==> src/rtl/cmd_pad_serdes.sv <==
// SD CMD pad serializer/deserializer: shifts out 48-bit commands with CRC7,
// captures 48/136-bit responses and reports CRC, end-bit and timeout status.
module cmd_pad_serdes #(
    parameter int unsigned NCR_MAX   = 64,
    parameter int unsigned SHORT_LEN = 48,
    parameter int unsigned LONG_LEN  = 136
) (
    input  logic                sd_clock,
    input  logic                reset,
    input  logic                reset_wrapper,
    input  logic                enable_pts,
    input  logic                enable_stp,
    input  logic                pad_state,
    input  logic                pad_enable,
    input  logic                long_resp,
    input  logic [39:0]         cmd_to_send,
    input  logic                cmd_in,
    output logic                cmd_out,
    output logic                cmd_oe,
    output logic                transmission_complete,
    output logic                reception_complete,
    output logic [LONG_LEN-1:0] pad_response,
    output logic                crc_error,
    output logic                timeout
);

    localparam logic [7:0] LP_NCR     = 8'(NCR_MAX);
    localparam logic [7:0] LP_SHORT   = 8'(SHORT_LEN);
    localparam logic [7:0] LP_LONG    = 8'(LONG_LEN);
    localparam logic [7:0] LP_TX_LEN  = 8'd48;
    localparam logic [7:0] LP_TX_CRC  = 8'd40;

    typedef enum logic [2:0] {IDLE, TX_SHIFT, TX_DONE, RX_WAIT, RX_SHIFT, RX_DONE} state_t;

    function automatic logic [6:0] crc7_step(input logic [6:0] c, input logic b);
        logic fb;
        fb = c[6] ^ b;
        return {c[5:0], 1'b0} ^ (fb ? 7'h09 : 7'h00);
    endfunction

    state_t              r_state, w_state;
    logic [47:0]         r_tx_sr, w_tx_sr;
    logic [LONG_LEN-1:0] r_rx_sr, w_rx_sr, w_rx_shifted;
    logic [7:0]          r_bit_cnt, w_bit_cnt;
    logic [7:0]          r_wait_cnt, w_wait_cnt;
    logic [6:0]          r_crc, w_crc;
    logic                r_long, w_long;
    logic                r_cmd_out, w_cmd_out;
    logic                r_cmd_oe, w_cmd_oe;
    logic                r_tx_done, w_tx_done;
    logic                r_rx_done, w_rx_done;
    logic [LONG_LEN-1:0] r_resp, w_resp;
    logic                r_crc_err, w_crc_err;
    logic                r_timeout, w_timeout;
    logic [7:0]          w_len;
    logic                w_crc_en;

    // r_bit_cnt counts bits already driven (TX) or captured (RX).
    always_comb begin
        w_state      = r_state;
        w_tx_sr      = r_tx_sr;
        w_rx_sr      = r_rx_sr;
        w_bit_cnt    = r_bit_cnt;
        w_wait_cnt   = r_wait_cnt;
        w_crc        = r_crc;
        w_long       = r_long;
        w_cmd_out    = 1'b1;
        w_cmd_oe     = 1'b0;
        w_tx_done    = r_tx_done;
        w_rx_done    = r_rx_done;
        w_resp       = r_resp;
        w_crc_err    = r_crc_err;
        w_timeout    = r_timeout;
        w_rx_shifted = {r_rx_sr[LONG_LEN-2:0], cmd_in};
        w_len        = r_long ? LP_LONG : LP_SHORT;
        // R2 CRC covers only bits 127..8; the leading byte is excluded
        w_crc_en     = r_long ? (r_bit_cnt >= LP_LONG - 8'd128 && r_bit_cnt < LP_LONG - 8'd8)
                              : (r_bit_cnt < LP_SHORT - 8'd8);

        case (r_state)
            IDLE: begin
                if (enable_pts) begin
                    w_tx_sr   = {cmd_to_send, 8'h01};
                    w_cmd_out = cmd_to_send[39];
                    w_cmd_oe  = pad_state & pad_enable;
                    w_crc     = crc7_step(7'd0, cmd_to_send[39]);
                    w_bit_cnt = 8'd1;
                    w_state   = TX_SHIFT;
                end else if (enable_stp) begin
                    w_long     = long_resp;
                    w_wait_cnt = '0;
                    w_bit_cnt  = '0;
                    w_rx_sr    = '0;
                    w_crc      = '0;
                    w_crc_err  = 1'b0;
                    w_timeout  = 1'b0;
                    w_state    = RX_WAIT;
                end
            end
            TX_SHIFT: begin
                if (!enable_pts) begin
                    w_state = IDLE;
                end else if (r_bit_cnt == LP_TX_LEN) begin
                    w_tx_done = 1'b1;
                    w_state   = TX_DONE;
                end else begin
                    w_cmd_oe  = pad_state & pad_enable;
                    w_bit_cnt = r_bit_cnt + 8'd1;
                    if (r_bit_cnt == LP_TX_CRC) begin
                        w_cmd_out = r_crc[6];
                        w_tx_sr   = {r_crc, 1'b1, 40'd0};
                    end else begin
                        w_cmd_out = r_tx_sr[46];
                        w_tx_sr   = {r_tx_sr[46:0], 1'b0};
                        if (r_bit_cnt < LP_TX_CRC)
                            w_crc = crc7_step(r_crc, r_tx_sr[46]);
                    end
                end
            end
            TX_DONE: begin
                if (!enable_pts) begin
                    w_tx_done = 1'b0;
                    w_state   = IDLE;
                end
            end
            RX_WAIT: begin
                if (!enable_stp) begin
                    w_state = IDLE;
                end else if (!cmd_in) begin
                    w_rx_sr   = w_rx_shifted;
                    w_bit_cnt = 8'd1;
                    if (w_crc_en)
                        w_crc = crc7_step(r_crc, cmd_in);
                    w_state   = RX_SHIFT;
                end else begin
                    w_wait_cnt = r_wait_cnt + 8'd1;
                    if (r_wait_cnt + 8'd1 == LP_NCR) begin
                        w_timeout = 1'b1;
                        w_resp    = '0;
                        w_rx_done = 1'b1;
                        w_state   = RX_DONE;
                    end
                end
            end
            RX_SHIFT: begin
                if (!enable_stp) begin
                    w_state = IDLE;
                end else begin
                    w_rx_sr   = w_rx_shifted;
                    w_bit_cnt = r_bit_cnt + 8'd1;
                    if (w_crc_en)
                        w_crc = crc7_step(r_crc, cmd_in);
                    if (r_bit_cnt + 8'd1 == w_len) begin
                        w_resp    = w_rx_shifted;
                        w_crc_err = (w_rx_shifted[7:1] != r_crc) | ~cmd_in;
                        w_timeout = 1'b0;
                        w_rx_done = 1'b1;
                        w_state   = RX_DONE;
                    end
                end
            end
            RX_DONE: begin
                if (!enable_stp) begin
                    w_rx_done = 1'b0;
                    w_state   = IDLE;
                end
            end
            default: w_state = IDLE;
        endcase
    end

    always_ff @(posedge sd_clock) begin
        if (reset || reset_wrapper) begin
            r_state    <= IDLE;
            r_tx_sr    <= '0;
            r_rx_sr    <= '0;
            r_bit_cnt  <= '0;
            r_wait_cnt <= '0;
            r_crc      <= '0;
            r_long     <= 1'b0;
            r_cmd_out  <= 1'b1;
            r_cmd_oe   <= 1'b0;
            r_tx_done  <= 1'b0;
            r_rx_done  <= 1'b0;
            r_resp     <= '0;
            r_crc_err  <= 1'b0;
            r_timeout  <= 1'b0;
        end else begin
            r_state    <= w_state;
            r_tx_sr    <= w_tx_sr;
            r_rx_sr    <= w_rx_sr;
            r_bit_cnt  <= w_bit_cnt;
            r_wait_cnt <= w_wait_cnt;
            r_crc      <= w_crc;
            r_long     <= w_long;
            r_cmd_out  <= w_cmd_out;
            r_cmd_oe   <= w_cmd_oe;
            r_tx_done  <= w_tx_done;
            r_rx_done  <= w_rx_done;
            r_resp     <= w_resp;
            r_crc_err  <= w_crc_err;
            r_timeout  <= w_timeout;
        end
    end

    assign cmd_out               = r_cmd_out;
    assign cmd_oe                = r_cmd_oe;
    assign transmission_complete = r_tx_done;
    assign reception_complete    = r_rx_done;
    assign pad_response          = r_resp;
    assign crc_error             = r_crc_err;
    assign timeout               = r_timeout;

endmodule

==> config.mk <==
export PLATFORM = sky130hd
export DESIGN_NAME = cmd_pad_serdes
export DESIGN_NICKNAME = d
export VERILOG_FILES = /design/src/rtl/cmd_pad_serdes.sv
export SDC_FILE = /design/constraint.sdc
export NUM_CORES = 1
export LEC_CHECK = 0
export CAP_MARGIN = 20
export CORE_MARGIN = 4
export CORE_UTILIZATION = 59
export CTS_CLUSTER_SIZE = 25
export DETAILED_ROUTE_END_ITERATION = 12
export PLACE_DENSITY = 0.85
export SETUP_SLACK_MARGIN = 0.15
export SLEW_MARGIN = 20
export SYNTH_ARGS = -nofsm -noshare
export SYNTH_HDL_FRONTEND = slang
export SYNTH_SLANG_ARGS = --single-unit
==> constraint.sdc <==
create_clock -name sd_clock -period 4.3 [get_ports sd_clock]
set_input_delay 0.86 -clock sd_clock [delete_from_list [all_inputs] [get_ports sd_clock]]
set_output_delay 0.86 -clock sd_clock [all_outputs]
set_load 0.1 [all_outputs]
==> impl_metrics.py <==
metrics = {
    "power_and_ir_drop": {
        "fin_total_pwr_mw": 6.93,
        "ir_drop_mv": 0.323,
        "p_leak_nw": 5.41,
        "p_per_area_nw_per_um2": 407,
    },
    "logic_synthesis": {
        "synthFlopType": "dfxtp_1",
        "yosysTopAreaCellShare_pct": 50.9,
        "syn_area_um2": 13800,
        "ys_ff_latch": 351,
        "yosysWarnings": 0,
        "synthArstFlopShare_pct": 0,
        "synth_enable_flop_cells": 0,
        "syn_inst": 1724,
        "synth_area_leaders": "dfxtp_1, a21oi_1, nand3_1",
        "ys_seq_area_share_pct": 50.9,
        "synth_fp_nets": 1776,
        "syn_avg_cell_area_um2": 8.01,
        "yosys.area.top_type": "dfxtp_1",
        "synth_cell_types": 58,
    },
    "timing": {
        "drv_slew": 0,
        "slew_headroom_pct": 26.9,
        "setup_viol": 0,
        "rsz0062_at_grt": "false",
        "fin_skew_ns": 0.0115,
        "clock.fmax_ghz": 0.293,
        "final_hold_viol_count": 0,
        "finalSetupTns_ns": 0,
        "min_period_over_period_pct": 79.3,
        "finalCriticalPeriod_ns": 3.41,
        "worst_pin_slew_ns": 1.09,
        "setup_ws_ns": 0.892,
    },
    "cells_and_area": {
        "layout_common_cells": "dfxtp_1, nand2_1, a21oi_1, nand3_1, clkdlybuf4s50_1",
        "layout_commonest_cell": "dfxtp_1",
        "final_nets": 1863,
        "syn2layout_area_growth_pct": 23.4,
        "n_antenna_cell": 0,
        "drive_above_1_share_pct": 5.17,
    },
    "routing": {
        "final_antenna_net_count": 0,
        "vias_per_cell": 5.98,
        "dr.pass1.iters": 5,
        "drc_errors": 0,
        "drtIter0Drc": 1180,
        "wl_per_cell_um": 16.3,
        "wl_um": 35100,
        "num_vias": 12900,
    },
    "floorplan": {
        "die-area_um2": 25900,
        "io_pins": 191,
        "initial_utilization_pct": 60.4,
        "core_area_um2": 22800,
        "rows": 55,
        "die_w_um": 161,
        "die_h_um": 161,
    },
    "global_route": {
        "grt_start_max_net_pins": 137,
        "grt_pass1_wl_um": 57700,
        "grt_pass1_vias": 11900,
        "grt_use_total_pct": 25.6,
        "overflow": 0,
        "antenna_found_initial": 0,
    },
    "critical_path": {
        "crit_path_frequent_cell": "nand3_1",
        "end_kind": "flip-flop",
        "startpoint": "r_bit_cnt[0]",
        "worstPathMaxFanout": 61,
        "critPathSlowestCell": "a21o_4",
        "path_cells": "ha_1 > nand3_1 > and2_1 > o2111ai_1 > a21o_4 > buf_4 > nand3_1 > a21oi_1",
        "critPathArrivalTime_ns": 3.84,
        "criticalPathCategory": "flip-flop to flip-flop",
        "r2r-start": "r_bit_cnt[0]",
        "slowest_delay_ns": 0.63,
        "critPathLaunchType": "flip-flop",
        "critPathRequiredTime_ns": 4.73,
    },
    "clock_network": {
        "clk_latency_ns": 0.51,
        "cts_buffer_depth": 3,
        "post_cts_buffers": 0,
        "cts_buffers": 36,
        "clock-root-buffer": "clkbuf_16",
        "post_cts_resized": 0,
        "clock-sinks": 351,
        "ctsHoldBuffers": 0,
        "cts_tree": "built",
        "htreeDepth": 2,
        "clk_pin_slew_ns": 0.06,
    },
    "worst_hold_path": {
        "hold_class": "flip-flop to flip-flop",
        "worstHoldStart": "timeout",
    },
    "place": {
        "gp_congestion": 0.871,
        "portBuffers": 190,
        "dp_worst_setup_slack_ns": 0.862,
        "dp_hpwl_um": 20900,
    },
    "status": {
        "outcome": "finished, final reports clean",
    },
    "job": {
        "maxCapViolCount": 0,
    },
}
## worst paths after layout
path                                          end  slack (ns)  cells after the start
worst max-delay path            pad_response[134]        0.89                      8
worst min-delay path                      timeout        0.45                      2
worst max register to register  pad_response[134]        0.89                      8
worst min register to register            timeout        0.45                      2
## area by class of cell
| cell class | count | area (um2) |
|---|---|---|
| clock buffer | 53 | 1110 |
| clock inverter | 12 | 161 |
| fill | 1713 | 5820 |
| inverter | 14 | 52.6 |
| multi-input combinational | 1195 | 6090 |
| sequential | 351 | 7030 |
| tap | 313 | 392 |
| timing repair buffer | 213 | 2200 |
## Yosys cell counts (3+ instances only)
cell type and number:
a21oi_1 306, o221ai_1 8, nand4b_1 4, a21o_1 4
inv_1 14, a22oi_1 12, nand3_1 279, nand4_1 6
buf_4 5, buf_2 23, nand2_1 306, nor3_1 33
buf_1 21, nor4_1 3, ha_1 3, or3_1 3
nor2_1 73, and3_1 9, o211ai_1 4, xnor2_1 4
o21a_1 3, dfxtp_1 351, nand2b_1 10, nor3b_1 3
clkbuf_1 112, xor2_1 8, nand3b_1 7, mux2i_1 9
a311oi_1 3, a211oi_1 4, buf_6 3, and2_1 3
o21ai_0 20, o22ai_1 3, a221oi_1 30, o21ai_1 4
## kinds of logic after synthesis
logic type,after synthesis,share of synthesized area [%]
and+or+nand+nor,753,24.8
AOI/OAI and AO/OA,418,17.2
DFF,351,50.9
buffers and inverters,178,5.35
xor gates and xnor gates,12,0.761
muxes,9,0.653
adders and majority gates,3,0.272
## metrics by stage
step           instances  utilization, %  hold WS [ns]  instance area, um2
2_1_floorplan       1724               -         0.432               13800
3_5_place_dp        2086            69.0         0.443               15800
4_1_cts             2151            74.5         0.453               17000
6_report            2151            74.5         0.449               17000
3_3_place_gp        2086            69.0         0.436               15800
5_1_grt             2151            74.5         0.474               17000
## power by group
| part | switching, mW | internal, mW | leakage [nW] |
|---|---|---|---|
| logic | 0.246 | 0.133 | 1.97 |
| registers | 0.0243 | 3.27 | 2.83 |
| clock network | 1.27 | 1.98 | 0.616 |
## worst max-delay path, delay by kind of cell, from the launching register on
family          cells  cell delay, ns
buf+inv             1            0.55
flops               1            0.47
fa+ha+maj           1            0.32
simple gates        3            0.61
compound gates      3            1.36
## sequential cells by signal (all words and copies together), names as in the netlist
| name | cells |
|---|---|
| r_crc | 7 |
| cmd_out | 1 |
| crc_error | 1 |
| transmission_complete | 1 |
| r_rx_sr | 135 |
| r_state | 3 |
| r_bit_cnt | 8 |
| r_long | 1 |
| cmd_oe | 1 |
| r_tx_sr | 47 |
| pad_response | 136 |
| timeout | 1 |
| reception_complete | 1 |
| r_wait_cnt | 8 |
## metal layers
layer | part of all wire (%) | global-route usage (%) | vias up | wire (um)
met5 | 0 | 0 | - | 0
met4 | 2.4 | 7.75 | 0 | 832
met3 | 7.1 | 3.98 | 78 | 2500
met2 | 48 | 42.3 | 473 | 16900
met1 | 42 | 35.0 | 6132 | 14800
li1 | - | - | 6182 | -
No activity file was read; power rests on OpenSTA's default activity.
